==> src/rtl/ps2_pkg.sv <==
// ps2_pkg: shared PS/2 state encoding, frame length, cycle constants and parity helper
package ps2_pkg;
  typedef enum logic [2:0] {IDLE, INHIBIT, REQ, SHIFT, ACK, WAIT_IDLE, DONE, ERR} ps2_tx_state_t;
  localparam int PS2_FRAME_EDGES = 11;
  localparam int PS2_FILTER_LEN = 19;
  localparam int PS2_INHIBIT_CYCLES = 10000;
  localparam int PS2_TIMEOUT_CYCLES = 2000000;
  function automatic logic odd_parity(input logic [7:0] d);
    return ~^d;
  endfunction
endpackage

==> src/rtl/ps2_line_filter.sv <==
// ps2_line_filter: 2-FF synchronizer plus glitch filter; output follows the line only after FILTER_LEN stable samples
module ps2_line_filter #(
  parameter int FILTER_LEN = 19
) (
  input  logic clk,
  input  logic rst_n,
  input  logic line,
  output logic filtered
);
  localparam int CW = $clog2(FILTER_LEN + 1);
  logic [1:0] sync;
  logic [CW-1:0] cnt;
  always_ff @(posedge clk or negedge rst_n) begin
    if (!rst_n) begin
      sync <= 2'b11;
      cnt <= '0;
      filtered <= 1'b1;
    end else begin
      sync <= {sync[0], line};
      if (sync[1] == filtered) cnt <= '0;
      else if (cnt == CW'(FILTER_LEN - 1)) begin
        filtered <= sync[1];
        cnt <= '0;
      end else cnt <= cnt + 1'b1;
    end
  end
endmodule

==> src/rtl/ps2_transmitter.sv <==
// ps2_transmitter: host-to-device PS/2 command byte sender (inhibit, request-to-send, shift, acknowledge).
// Define PS2_TX_ACK_CHECK_EN to turn a missing device acknowledge into an error.
module ps2_transmitter import ps2_pkg::*; #(
  parameter int INHIBIT_CYCLES = PS2_INHIBIT_CYCLES,
  parameter int TIMEOUT_CYCLES = PS2_TIMEOUT_CYCLES,
  parameter int FILTER_LEN = PS2_FILTER_LEN
) (
  input  logic       clk,
  input  logic       rst_n,
  input  logic [7:0] tx_data,
  input  logic       tx_valid,
  output logic       tx_ready,
  output logic       busy,
  output logic       done,
  output logic       error,
  input  logic       ps2_clk_in,
  input  logic       ps2_data_in,
  output logic       ps2_clk_oe,
  output logic       ps2_data_oe
);
  ps2_tx_state_t state, state_n;
  logic [31:0] cnt, cnt_n;
  logic [3:0] n, n_n;
  logic [9:0] frame, frame_n;
  logic ack, ack_n, clk_oe_n, data_oe_n;
  logic clk_f, data_f, clk_d, fall, timeout;
  ps2_line_filter #(.FILTER_LEN(FILTER_LEN)) u_clk_filter (.clk(clk), .rst_n(rst_n), .line(ps2_clk_in), .filtered(clk_f));
  ps2_line_filter #(.FILTER_LEN(FILTER_LEN)) u_data_filter (.clk(clk), .rst_n(rst_n), .line(ps2_data_in), .filtered(data_f));
  assign fall = clk_d & ~clk_f;
  assign timeout = cnt == 32'(TIMEOUT_CYCLES - 1);
  always_ff @(posedge clk or negedge rst_n) begin
    if (!rst_n) begin
      state <= IDLE;
      cnt <= '0;
      n <= '0;
      frame <= '0;
      ack <= 1'b0;
      clk_d <= 1'b1;
      ps2_clk_oe <= 1'b0;
      ps2_data_oe <= 1'b0;
      tx_ready <= 1'b1;
      busy <= 1'b0;
      done <= 1'b0;
      error <= 1'b0;
    end else begin
      state <= state_n;
      cnt <= cnt_n;
      n <= n_n;
      frame <= frame_n;
      ack <= ack_n;
      clk_d <= clk_f;
      ps2_clk_oe <= clk_oe_n;
      ps2_data_oe <= data_oe_n;
      tx_ready <= state_n == IDLE;
      busy <= state_n != IDLE;
      done <= state_n == DONE;
      error <= state_n == ERR;
    end
  end
  // frame holds {stop, parity, data}; bit n is driven after falling edge n+1
  always_comb begin
    state_n = state;
    cnt_n = cnt + 32'd1;
    n_n = n;
    frame_n = frame;
    ack_n = ack;
    clk_oe_n = ps2_clk_oe;
    data_oe_n = ps2_data_oe;
    case (state)
      IDLE: begin
        cnt_n = '0;
        clk_oe_n = 1'b0;
        data_oe_n = 1'b0;
        if (tx_valid && tx_ready) begin
          frame_n = {1'b1, odd_parity(tx_data), tx_data};
          n_n = '0;
          ack_n = 1'b0;
          clk_oe_n = 1'b1;
          state_n = INHIBIT;
        end
      end
      INHIBIT: if (cnt == 32'(INHIBIT_CYCLES - 1)) begin
        data_oe_n = 1'b1;
        state_n = REQ;
      end
      REQ: begin
        clk_oe_n = 1'b0;
        cnt_n = '0;
        state_n = SHIFT;
      end
      SHIFT: if (fall) begin
        cnt_n = '0;
        data_oe_n = ~frame[n];
        n_n = n + 4'd1;
        state_n = n == 4'(PS2_FRAME_EDGES - 2) ? ACK : SHIFT;
      end else if (timeout) begin
        data_oe_n = 1'b0;
        state_n = ERR;
      end
      ACK: if (fall) begin
        cnt_n = '0;
`ifdef PS2_TX_ACK_CHECK_EN
        ack_n = ~data_f;
`else
        ack_n = 1'b1;
`endif
        state_n = WAIT_IDLE;
      end else if (timeout) begin
        data_oe_n = 1'b0;
        state_n = ERR;
      end
      WAIT_IDLE: if (clk_f && data_f) state_n = ack ? DONE : ERR;
        else if (timeout) begin
          data_oe_n = 1'b0;
          state_n = ERR;
        end
      DONE, ERR: begin
        clk_oe_n = 1'b0;
        data_oe_n = 1'b0;
        state_n = IDLE;
      end
      default: state_n = IDLE;
    endcase
  end
endmodule

==> config.mk <==
export PLATFORM = sky130hd
export DESIGN_NAME = ps2_transmitter
export DESIGN_NICKNAME = d
export VERILOG_FILES = /design/src/rtl/ps2_pkg.sv /design/src/rtl/ps2_line_filter.sv /design/src/rtl/ps2_transmitter.sv
export SDC_FILE = /design/constraint.sdc
export NUM_CORES = 1
export LEC_CHECK = 0
export CORE_MARGIN = 5
export CORE_UTILIZATION = 45
export CTS_CLUSTER_SIZE = 40
export DETAILED_ROUTE_END_ITERATION = 12
export DONT_BUFFER_PORTS = 1
export HOLD_SLACK_MARGIN = 0.12
export SYNTH_ARGS = -nofsm -noshare
export SYNTH_HDL_FRONTEND = slang
export SYNTH_SLANG_ARGS = --single-unit
==> constraint.sdc <==
create_clock -name clk -period 3.75 [get_ports clk]
set_input_delay 0.75 -clock clk [delete_from_list [all_inputs] [get_ports clk]]
set_output_delay 0.75 -clock clk [all_outputs]
set_load 0.1 [all_outputs]
Yosys cells after proc, flatten, opt, wreduce, memory -nomap -nowiden

Index checks and enable logic that the tools add are counted.

Word-level logic and storage cells: 102
Register bits: 73
Output and inout bits: 6

Order comparisons: 1
Equal/unequal tests: 22
Add/subtract/negate cells: 4
Bitwise logic cells: 5
Reductions and logical operators: 21
Muxes and demuxes: 31

Operators by type and width:

| operator                                              | count |
|---|---|
| case mux 32 bit (2 select lines)                      | 1 |
| adder 32 x 1 -> 32 bit, second input constant         | 1 |
| equality test 32 x 14 -> 1 bit, second input constant | 1 |
| equality test 32 x 21 -> 1 bit, second input constant | 1 |
| two-way mux 32 bit                                    | 1 |
| two-way mux 3 bit                                     | 7 |
| case mux 3 bit (7 select lines)                       | 1 |
| two-way mux 5 bit                                     | 4 |
| equality test 3 bit, second input constant            | 6 |
| inequality test 2 bit, second input constant          | 6 |
| adder 5 x 1 -> 5 bit, second input constant           | 2 |
| equality test 5 bit, second input constant            | 2 |
| two-way mux 1 bit                                     | 10 |
| two-way mux 4 bit                                     | 2 |
| case mux 4 bit (2 select lines)                       | 1 |
| XNOR reduction 8 bit                                  | 1 |
| equality test 3 x 2 -> 1 bit, second input constant   | 2 |
| zero test 3 bit                                       | 2 |
| AND reduction 2 bit                                   | 3 |
| AND reduction 3 bit                                   | 2 |
| nonzero test 2 bit                                    | 3 |
| OR reduction 2 bit                                    | 3 |
| OR reduction 3 bit                                    | 2 |
| < comparator 4 x 5 -> 1 bit, second input constant    | 1 |
| other kinds (13)                                      | 19 |

Logic depth before layout (Yosys ltp)

Gate-level depths: netlist of the first run.

Depth after elaboration: 5
Mapped depth: 7

Hierarchy

A second synthesis of the first run with hierarchy kept.

Cells, all modules: 350
Area, all modules: 3,648.5 um2

By module, submodules not included:

| module          | area each (um2) | seq. area each (um2) | instances | cells each |
|---|---|---|---|---|
| ps2_transmitter | 2,990.4         | 1,428.9              | 1         | 298 |
| ps2_line_filter | 329.1           | 203.9                | 2         | 26 |

Worst setup path after synthesis of the first run

No wires, ideal clock.

Path type: reg-to-reg
Start: register tx_ready
End: register frame[5]
Library setup time: 0.125 ns
Clock period less this slack: 2.099 ns
Cell stages (with the launch flop): 5
Path slack: 1.651 ns
Data arrival time: 1.974 ns
Required time: 3.625 ns
Path buffers: 1
Cells stage by stage: dfstp_2 > nand3_1 > nor2_1 > clkbuf_1 > mux2_2

Word-level cells in the longest chain between the ends: 2

Ends and longest elaborated chain:

| what                                 | line                  | source |
|---|---|---|
| from (decl)                          | ps2_transmitter.sv:12 | `output logic tx_ready,` |
| from (signal assigned)               | ps2_transmitter.sv:41 | `tx_ready <= 1'b1;` |
| from (signal assigned)               | ps2_transmitter.sv:54 | `tx_ready <= state_n == IDLE;` |
| logical AND 1 bit                    | ps2_transmitter.sv:74 | `if (tx_valid && tx_ready) begin` |
| AND reduction 2 bit (no source line) | -                     |  |
| to (signal assigned)                 | ps2_transmitter.sv:49 | `frame <= frame_n;` |
| to (decl)                            | ps2_transmitter.sv:24 | `logic [9:0] frame, frame_n;` |

No other way between the ends.
A chain may end at the register's enable or synchronous reset.

Worst setup path in the final report of the first run

Start: register cnt[0]
End: register done

Word-level cells in the longest chain between the ends: 5
Elaborated cells on any way between the ends: 9
Those cells by class: 3 x eq/ne; 6 x mux

Ends and longest elaborated chain:

| what                                 | line                                                                  | source |
|---|---|---|
| from (decl)                          | ps2_transmitter.sv:22                                                 | `logic [31:0] cnt, cnt_n;` |
| from (signal assigned)               | ps2_transmitter.sv:47                                                 | `cnt <= cnt_n;` |
| equality test 32 x 21 -> 1 bit       | ps2_transmitter.sv:30                                                 | `assign timeout = cnt == 32'(TIMEOUT_CYCLES - 1);` |
| two-way mux 3 bit                    | ps2_transmitter.sv:96, ps2_transmitter.sv:108, ps2_transmitter.sv:113 |  |
| two-way mux 3 bit (on tied branches) | ps2_transmitter.sv:112, ps2_transmitter.sv:91, ps2_transmitter.sv:100 |  |
| case mux 3 bit (7 select lines) *    | ps2_transmitter.sv:69                                                 | `case (state)` |
| net state_n[0]                       | ps2_transmitter.sv:21                                                 | `ps2_tx_state_t state, state_n;` |
| equality test 3 bit *                | ps2_transmitter.sv:56                                                 | `done <= state_n == DONE;` |
| to (signal assigned)                 | ps2_transmitter.sv:43                                                 | `done <= 1'b0;` |
| to (signal assigned)                 | ps2_transmitter.sv:56                                                 |  |
| to (decl)                            | ps2_transmitter.sv:14                                                 | `output logic done,` |

The timed path passes the listed nets; every way through them passes the cells marked *.

==> metrics.txt, run 1 <==
remaining antenna violation count=0; Least-Margin Pin Slew=roughly 0.9 ns; RD Place Congestion=0.858; slowest cell on the critical path=or4_4; largest net degree at the start of global routing=66; CP required=around 4.0 ns; worst skew pair latency=0.35 ns; critical path arrival=approximately 2.4 ns; R2R cell count=7; Clock Skew=0.00624 ns; Synth area leaders=dfrtp_1 (45%), dfstp_2 (5.8%), xnor2_1 (5.6%); DRT Wirelength=about 6600 um; CTS H-tree depth=3; FILL cells=703; Final Core Density=approximately half; Max FO, Critical Path=5; async set-or-reset flop fraction in the synthesized netlist=100%; biggest area consumer among synthesized cells=dfrtp_1; I/O pin cnt=19; CTS Root Cell=clkbuf_8; Final min period=about 2.1 ns; CP endpoint kind=register; DRT Pass-1 Iters=4; Final period util=56.8%; Worst Setup Start Kind=register; cell area after synthesis=around 3600 um^2; max-slew violation count=0; EDFF count, synth=0; Initial DRC Count=82; maxcap violations=0; Leakage=1.69 nW; Final Non-Filler Cells=about 460; CTS Buf Count=9; Initial Utilization=46.3%; CTS tree=built; Hold Vio Cnt, Final=0; worst min path class=in2async; Syn Inst Count=between 300 and 400; VDD IR max=~0.00023 V; clock sinks=73; count of final setup violators=0; post-DP HPWL=between 4000 and 5000 um; ys flop type=dfrtp_1; leading cell type in the layout, fill and taps excluded=dfrtp_1; Max-slew headroom=approximately two fifths; reg2reg setup slack=between 1.5 and 2 ns; vias per cell=approximately 5.3; gr usage total=between 10 and 15%; CTS max path bufs=2; Worst R2R End=done; placed cell count=440; Tot Pwr=1.39 mW; setup bufs post-CTS=0; CP max stage delay=~0.47 ns; vias in the first global route=between 2000 and 2500; most frequent cells in the layout=dfrtp_1 (65), nor2_1 (52), xnor2_1 (23); fraction of layout cells with a size suffix above 1=around 15%; Layout Nets=370; Wirelength per Cell=approximately 15 um; die area=between 9000 and 10000 um^2; DRC viols=0; Yosys warning count=0; CTS Hold Bufs=1; power density cells=between 300 and 400 nW/um^2; FF-to-FF Start=cnt[0]; via count=about 2400; area delta synth->final=8.42%; Chip Height=between 90 and 100 um; final hold slack=~0.23 ns; Synth top area share=between 40% and 50%; fraction of the yosys area taken by sequential cells=~51%; Antenna diodes=0; Post-Syn Area per Cell=around 10 um^2; post-CTS sizing=0; Cell Rows=32; core area=about 8000 um^2; first-pass GRT wire length=around 12000 um; Synth cell types=50; WS Path Type=reg2reg; Port Buffers=0; GRT Residual Overflow=0; Worst-path clk slew=approximately 0.080 ns; Fmax achieved=around 470 MHz; Final TNS setup=0 ns; initial antenna violation count=0; syn nets=about 370; status=finished, final reports clean; chip width=99.4 um; critical-path cell list=ha_1, nand3_2, or4_4, nor3_2, nor3_1, o2111ai_2, and3b_2; Yosys reg bits=73; RSZ-0062 raised after global routing=no
metal layers:
metal  wire [um]  track usage [%]
met4          82             4.31
met1        3150             18.5
met5           0                0
met2        3150             23.2
met3         244             5.26
state kept, by name (all words and copies together) (netlist names), 2 cells and up:
name,count
cnt,32
frame,10
n,4
state,3
u_clk_filter.cnt,5
u_clk_filter.sync,2
u_data_filter.cnt,5
u_data_filter.sync,2
power breakdown:
| part | switching [mW] | internal [mW] | total, mW |
|---|---|---|---|
| sequential | 0.00631 | 0.796 | 0.802 |
| clock | 0.303 | 0.241 | 0.543 |
| combinational | 0.0252 | 0.0174 | 0.0426 |
| total | 0.334 | 1.05 | 1.39 |
logic make-up after synthesis:
family          share of synthesized area [%]
compound gates                           6.57
xor+xnor                                 9.98
fa+ha+maj                                2.43
buf+inv                                  2.12
flops                                    51.1
mux                                      5.25
simple gates                             22.6
synth_stat cells (2+ instances only):
cell and n:
a21oi_1 11, o211ai_1 2, xor2_1 18, dfrtp_1 65, nor4b_1 2, mux2i_1 2
or2_2 2, o21ai_0 14, nor4_1 2, mux4_2 2, nor3_1 8, nand2_1 18
inv_1 9, and4_1 3, or3_1 8, nand2b_1 4, nor4bb_1 2, nand3_1 21
nor2_1 52, and2_1 4, mux2_2 11, xnor2_1 23, and3_1 8, ha_1 7
dfstp_2 8, clkbuf_1 7, nand4_1 7, nor2b_1 3
how the worst max path moves through the flow:
stage	startpoint	to	slack, ns
floorplan	tx_ready	frame[5]	1.65
global placement	cnt[0]	done	1.67
global route	cnt[0]	cnt[30]	1.39
detailed placement	cnt[0]	done	1.60
CTS	cnt[0]	done	1.60
finish	cnt[0]	done	1.62
worst max-delay path: cells and delay by family (launching register included):
kind,cells,cell delay (ns)
AND/OR/NAND/NOR,5,1.18
adder cells (fa/ha/maj),1,0.21
flip-flops,1,0.40
AO/OA/AOI/OAI,1,0.25
area by class of cell:
| cell class | instances | area, um^2 | share of cell area (%) |
|---|---|---|---|
| Sequential cell | 73 | 1840 | 47.1 |
| Multi-Input combinational cell | 254 | 1690 | 43.3 |
| Timing Repair Buffer | 3 | 42.5 | 1.09 |
| Clock buffer | 10 | 128 | 3.27 |
| Inverter | 9 | 33.8 | 0.866 |
| Tap cell | 102 | 128 | 3.27 |
| Clock inverter | 6 | 43.8 | 1.12 |
metrics by stage:
stage / instance area (um^2) / setup slack [ns]
after floorplan: 3600 / 1.65
after global placement: 3700 / 1.67
after detailed placement: 3700 / 1.60
after CTS: 3900 / 1.60
after global routing: 3900 / 1.39
final: 3900 / 1.62
Note: power is estimated with default switching activity, not from simulation.
==> inputs of run 2 (changes only) <==
==> constraint.sdc (replaced) <==
create_clock -name clk -period 1.8 [get_ports clk]
set_input_delay 0.36 -clock clk [delete_from_list [all_inputs] [get_ports clk]]
set_output_delay 0.36 -clock clk [all_outputs]
set_load 0.1 [all_outputs]
==> run 2 against run 1 <==
Effect of this change: the flow now finishes with violations (hold timing, setup timing); die area stayed put; count of clock-buffer cells in the layout stayed put; critical path depth unchanged; maximum frequency is 8.3% higher; setup slack got worse by 1.8 ns; sequential power increased by 110%; sequential share of layout area is 7.4 points lower; utilization up 9.5 points; clock skew up 0.0051 ns; first-iteration DRC count grew 8.5%; combinational power up 35%; cell area rose by 19%; largest cell class is now multi-input combinational cells.
==> metrics.txt, run 2 (synthesized netlist as in run 1, its figures left out) <==
CP required=2.04 ns (was 3.99 ns); Chip Height=99.4 um (unchanged); Fmax achieved=508 MHz (was 469 MHz); Final Core Density=59.7% (was 50.2%); vias per cell=5.13 (was 5.31); Clock Skew=0.0114 ns (was 0.00624 ns); Initial Utilization=46.3% (unchanged); gr usage total=15.9% (was 14.5%); Tot Pwr=3.04 mW (was 1.39 mW); Worst Setup Start Kind=register (unchanged); critical path arrival=2.20 ns (was 2.38 ns); Final min period=1.97 ns (was 2.13 ns); Critical Path Sink=done (unchanged); CTS Hold Bufs=2 (was 1); reg2reg setup slack=-0.17 ns (was 1.62 ns); placed cell areas=4180 um^2 (was 3700 um^2); count of final setup violators=6 (was 0); Final period util=109% (was 56.8%); worst min path class=in2async (unchanged); P_sw=674 uW (was 334 uW); critical-path cell list=ha_2, nand3_2, or4_4, nor3_4, nor3_2, o2111ai_2, and3b_2 (was ha_1, nand3_2, or4_4, nor3_2, nor3_1, o2111ai_2, and3b_2); Bufs and invs on worst path=0 (unchanged); instance count on the critical path=7 (unchanged); sequential cell fraction of total power=54.9% (was 57.8%); most frequent cells in the layout=dfrtp_1 (65), buf_4 (63), nor2_1 (49) (was dfrtp_1 (65), nor2_1 (52), xnor2_1 (23)); power density cells=656 nW/um^2 (was 356 nW/um^2); FF-to-FF Start=cnt[0] (unchanged); I/O pin cnt=19 (unchanged); via count=2688 (was 2425); first-pass GRT wire length=12500 um (was 11500 um); Biggest register=cnt (unchanged); DR top layer=met4 (unchanged); Design Area, Final=4640 um^2 (was 3900 um^2); Sw Share=22.1% (was 24.1%); Layout Nets=437 (was 370); flip-flop count of the largest register after layout=32 (unchanged); final hold slack=-0.311 ns (was 0.234 ns); Max FO, Critical Path=4 (was 5); Wirelength per Cell=14.2 um (was 14.5 um); FILL cells=659 (was 703); vias in the first global route=2670 (was 2437); Initial DRC Count=89 (was 82); Clk pwr share=43.2% (was 39.1%); Critical Path Start=cnt[0] (unchanged); Max-slew headroom=69.9% (was 39.5%); dpl ws=-0.168 ns (was 1.60 ns); initial antenna violation count=0 (unchanged); CP max stage delay=0.47 ns (about the same); maxcap violations=0 (unchanged); failing checks=hold timing, setup timing; remaining antenna violation count=0 (unchanged); leading cell type in the layout, fill and taps excluded=dfrtp_1 (unchanged); max-slew violation count=0 (unchanged); Worst R2R End=done (unchanged); CTS Buf Count=9 (unchanged); clock sinks=73 (unchanged); Least-Margin Pin Slew=0.450 ns (was 0.908 ns); DRC viols=0 (unchanged); core area=7770 um^2 (unchanged); slowest cell on the critical path=or4_4 (unchanged); VDD IR max=0.000412 V (was 0.000225 V); CP endpoint kind=register (unchanged); RSZ-0062 raised after global routing=yes (was no); R2R cell count=7 (unchanged); Met1 Wirelength=3400 um (was 3150 um); Antenna diodes=0 (unchanged); status=finished, violations left (was finished, final reports clean); Comb pwr share=1.9% (was 3.1%); metal2 WL=3640 um (was 3150 um); P_int=2.37 mW (was 1.05 mW); fraction of layout cells with a size suffix above 1=34.8% (was 14.6%); die area=9880 um^2 (unchanged); CTS Root Cell=clkbuf_8 (unchanged); post-DP HPWL=4940 um (was 4420 um); top cell family by delay on the critical path=simple AND/OR/NAND/NOR gates (unchanged); GRT Residual Overflow=0 (unchanged); CTS max path bufs=2 (unchanged); WS Path Type=reg2reg (unchanged); final worst slack=-0.168 ns (was 1.62 ns); Port Buffers=0 (unchanged); Hold Vio Cnt, Final=73 (was 0); RD Place Congestion=0.912 (was 0.858); largest registers=cnt x32, frame x10 (unchanged); CTS tree=built (unchanged); chip width=99.4 um (unchanged); CTS H-tree depth=3 (unchanged); Worst-path clk slew=0.08 ns (about the same); largest net degree at the start of global routing=74 (was 66); DRT Pass-1 Iters=4 (unchanged); Leakage=2.10 nW (was 1.69 nW); area delta synth->final=29.0% (was 8.42%); worst skew pair latency=0.35 ns (about the same); Cell Rows=32 (unchanged); Met3 Routed Length=197 um (was 244 um); DRT Wirelength=7420 um (was 6630 um)
## run 2: cell count changes in the layout (fill, tap and decap cells not counted), moves of 4 or more
cell and change:
nand3_1 -6, o21ai_1 +4, or3_1 -5, o21ai_0 -4, a21oi_2 +6, buf_4 +61, or3_4 +5, a21oi_1 -6
## run 2: power by group through the flow
stage / clock network [mW] / logic, mW / registers, mW
2_1_floorplan: 0 / 0.0468 / 1.70
3_3_place_gp: 0 / 0.0536 / 1.70
3_5_place_dp: 0 / 0.0551 / 1.70
4_1_cts: 1.37 / 0.0590 / 1.67
5_1_grt: 1.43 / 0.0654 / 1.67
6_report: 1.32 / 0.0575 / 1.67
## run 2: repair_timing
item | in CTS | in global routing
gates resized for setup | 7 | 33
setup buffers | 1 | 8
pin swaps | 4 | 16
gates cloned | 0 | 0
endpoints found under the setup margin | 9 | 22
endpoints found under the hold margin | 75 | 73
## run 2: layout make-up
type	instances	area (um^2)	share of cell area [%]
clock buffers	10	138	2.97
repair buffers	70	567	12.2
multi-input cells	254	1870	40.2
inverters	9	33.8	0.728
flip-flops and latches	73	1840	39.7
well taps	102	128	2.75
clock inverters	6	67.6	1.46
## run 2: worst min path at each step
stage          start                   end  slack (ns)  cells after the start
2_1_floorplan  rst_n                   ack        0.06                      0
3_3_place_gp   rst_n  u_data_filter.cnt[2]        0.07                      0
3_5_place_dp   rst_n  u_data_filter.cnt[4]        0.07                      0
4_1_cts        rst_n  u_data_filter.cnt[1]       -0.33                      0
5_1_grt        rst_n  u_data_filter.cnt[0]       -0.34                      0
6_report       rst_n  u_data_filter.cnt[4]       -0.31                      0
## run 2: worst reg2reg max path: stages, from the launching register on
cell and delay (ns):
dfrtp_1 0.37, ha_2 0.19, nand3_2 0.08, or4_4 0.47
nor3_4 0.22, nor3_2 0.06, o2111ai_2 0.23, and3b_2 0.24
## run 2: through the flow
step / TNS [ns] / cells
floorplan: -0.435 / 345
global placement: -0.340 / 498
detailed placement: -0.621 / 498
CTS: -0.657 / 517
global route: -2.00 / 524
finish: -0.575 / 524
## run 2: layer usage
layer / global-route usage (%) / vias to the layer above
met3: 3.16 / 15
met1: 21.5 / 1301
met2: 24.2 / 33
met4: 7.98 / 0
li1: - / 1339
met5: 0 / -
==> inputs of run 3 (changes only) <==
--- a/config.mk
+++ b/config.mk
@@ -11,6 +11,7 @@
 export DETAILED_ROUTE_END_ITERATION = 12
 export DONT_BUFFER_PORTS = 1
 export HOLD_SLACK_MARGIN = 0.12
+export SETUP_SLACK_MARGIN = 0.3
 export SYNTH_ARGS = -nofsm -noshare
 export SYNTH_HDL_FRONTEND = slang
 export SYNTH_SLANG_ARGS = --single-unit
==> run 3 against run 2 <==
Effect of this change: the flow still finishes with violations (hold timing, setup timing); utilization up 6.3 points; combinational power up 4.7%; maximum frequency about the same; via count up 4.4%; non-clock buffer count up 15; worst hold slack better by 0.0061 ns; clock skew down 0.0025 ns; setup slack worse by 0.00073 ns; cell area up 11%; wire length up 12%; die area unchanged; count of clock-buffer cells in the layout up 1; critical path type unchanged; highest routed layer unchanged.
==> metrics.txt, run 3 (synthesized netlist as in run 1, its figures left out) <==
Max-slew headroom=75.7% (was 69.9%); Antenna diodes=0 (unchanged); vias in the first global route=2970 (was 2670); GRT Residual Overflow=0 (unchanged); post-DP HPWL=5120 um (was 4940 um); via count=2806 (was 2688); DRT Pass-1 Iters=4 (unchanged); CP required=2.03 ns (was 2.04 ns); Initial DRC Count=81 (was 89); Chip Height=99.4 um (unchanged); Clk pwr share=42.1% (was 43.2%); max-slew violation count=0 (unchanged); DRT Wirelength=8280 um (was 7420 um); vias per cell=5.21 (was 5.13); first-pass GRT wire length=13800 um (was 12500 um); Hold Vio Cnt, Final=73 (unchanged); placed cell areas=4250 um^2 (was 4180 um^2); Cell Rows=32 (unchanged); Worst-path clk slew=0.08 ns (about the same); CP endpoint kind=register (unchanged); die area=9880 um^2 (unchanged); CTS max path bufs=2 (unchanged); most frequent cells in the layout=dfrtp_1 (65), buf_4 (59), nor2_1 (34) (was dfrtp_1 (65), buf_4 (63), nor2_1 (49)); CTS H-tree depth=3 (unchanged); remaining antenna violation count=0 (unchanged); CTS Buf Count=9 (unchanged); count of final setup violators=14 (was 6); CTS tree=built (unchanged); Final TNS setup=-0.777 ns (was -0.575 ns); Worst Setup Start Kind=register (unchanged); critical path arrival=2.20 ns (about the same); maxcap violations=0 (unchanged); Max FO, Critical Path=4 (unchanged); Clock Skew=0.00883 ns (was 0.0114 ns); DRC viols=0 (unchanged); Layout Nets=452 (was 437); worst min path class=in2async (unchanged); VDD IR max=0.000289 V (was 0.000412 V); fraction of layout cells with a size suffix above 1=44.2% (was 34.8%); Leakage=2.24 nW (was 2.10 nW); final worst slack=-0.169 ns (was -0.168 ns); RSZ-0062 raised after global routing=yes (unchanged); Sw Share=22.1% (about the same); Initial Utilization=46.3% (unchanged); worst skew pair latency=0.35 ns (about the same); Comb pwr share=2.0% (was 1.9%); P_int=2.33 mW (was 2.37 mW); initial antenna violation count=0 (unchanged); CTS Hold Bufs=2 (unchanged); area delta synth->final=42.7% (was 29.0%); sequential cell fraction of total power=55.8% (was 54.9%); WS Path Type=reg2reg (unchanged); RD Place Congestion=0.888 (was 0.912); largest net degree at the start of global routing=74 (unchanged); Design Area, Final=5130 um^2 (was 4640 um^2); final hold slack=-0.305 ns (was -0.311 ns); power density cells=583 nW/um^2 (was 656 nW/um^2); largest registers=cnt x32, frame x10 (unchanged); flip-flop count of the largest register after layout=32 (unchanged); Wirelength per Cell=15.4 um (was 14.2 um); Port Buffers=0 (unchanged); chip width=99.4 um (unchanged); Final min period=1.97 ns (about the same); P_sw=662 uW (was 674 uW); Final period util=109% (about the same); I/O pin cnt=19 (unchanged); CTS Root Cell=clkbuf_8 (unchanged); Least-Margin Pin Slew=0.360 ns (was 0.450 ns); clock sinks=73 (unchanged); leading cell type in the layout, fill and taps excluded=dfrtp_1 (unchanged); failing checks=hold timing, setup timing (unchanged); Fmax achieved=508 MHz (about the same); gr usage total=17.4% (was 15.9%); Biggest register=cnt (unchanged); core area=7770 um^2 (unchanged); status=finished, violations left (unchanged)
[run 3: metal layers]
| metal | part of all wire, % | track usage [%] | vias up |
|---|---|---|---|
| met1 | 44 | 21.7 | 1392 |
| met3 | 2.6 | 3.79 | 12 |
| met4 | 1.5 | 7.56 | 0 |
| met5 | 0 | 0 | - |
| met2 | 52 | 29.2 | 30 |
| li1 | - | - | 1372 |
[run 3: power by group through the flow]
stage / clock [mW] / combinational (mW) / sequential [mW]
after floorplan: 0 / 0.0479 / 1.70
after global placement: 0 / 0.0546 / 1.70
after detailed placement: 0 / 0.0574 / 1.70
after CTS: 1.29 / 0.0613 / 1.67
after global routing: 1.36 / 0.0666 / 1.67
final: 1.26 / 0.0602 / 1.67
[run 3: stage by stage]
step	util, %	cells	setup WS (ns)	power (mW)	hold slack (ns)
2_1_floorplan	-	345	-0.166	1.75	0.0644
3_3_place_gp	54.8	500	-0.128	1.76	0.0662
3_5_place_dp	54.8	500	-0.194	1.76	0.0667
4_1_cts	63.1	531	-0.183	3.02	-0.318
5_1_grt	66.1	539	-0.254	3.10	-0.327
6_report	66.1	539	-0.169	2.99	-0.305
[run 3: path summary, 6_finish.rpt]
check / endpoint / slack [ns] / from / cells past startpoint
min in group clk: frame[3] / 0.15 / tx_data[3] / 1
hold reg to reg: u_clk_filter.sync[1] / 0.36 / u_clk_filter.sync[0] / 0
hold / removal: u_data_filter.cnt[1] / -0.30 / rst_n / 0
setup reg to reg: busy / -0.17 / cnt[1] / 6
setup / recovery: busy / -0.17 / cnt[1] / 6
max in group asynchronous: u_clk_filter.sync[1] / 1.92 / rst_n / 0
[run 3: critical path, stage by stage, from the launching register on]
cell	delay, ns
dfrtp_1	0.37
ha_2	0.19
nand3_2	0.08
or4_4	0.47
o31ai_4	0.22
o2111ai_2	0.17
or3_1	0.35
[run 3: timing repair]
item                       in CTS  in global routing
setup buffers                  11                  8
hold endpoints to repair       75                 73
gates cloned                    2                  0
setup endpoints to repair      52                 49
gates resized for setup        68                 42
pin swaps                      29                 22
[run 3: layout make-up]
type | instances | area, um^2
clock buffers | 11 | 131
repair buffers | 85 | 792
clock inverters | 5 | 56.3
well taps | 102 | 128
inverters | 9 | 33.8
fillers | 593 | 2640
flip-flops and latches | 73 | 1840
multi-input cells | 254 | 2150
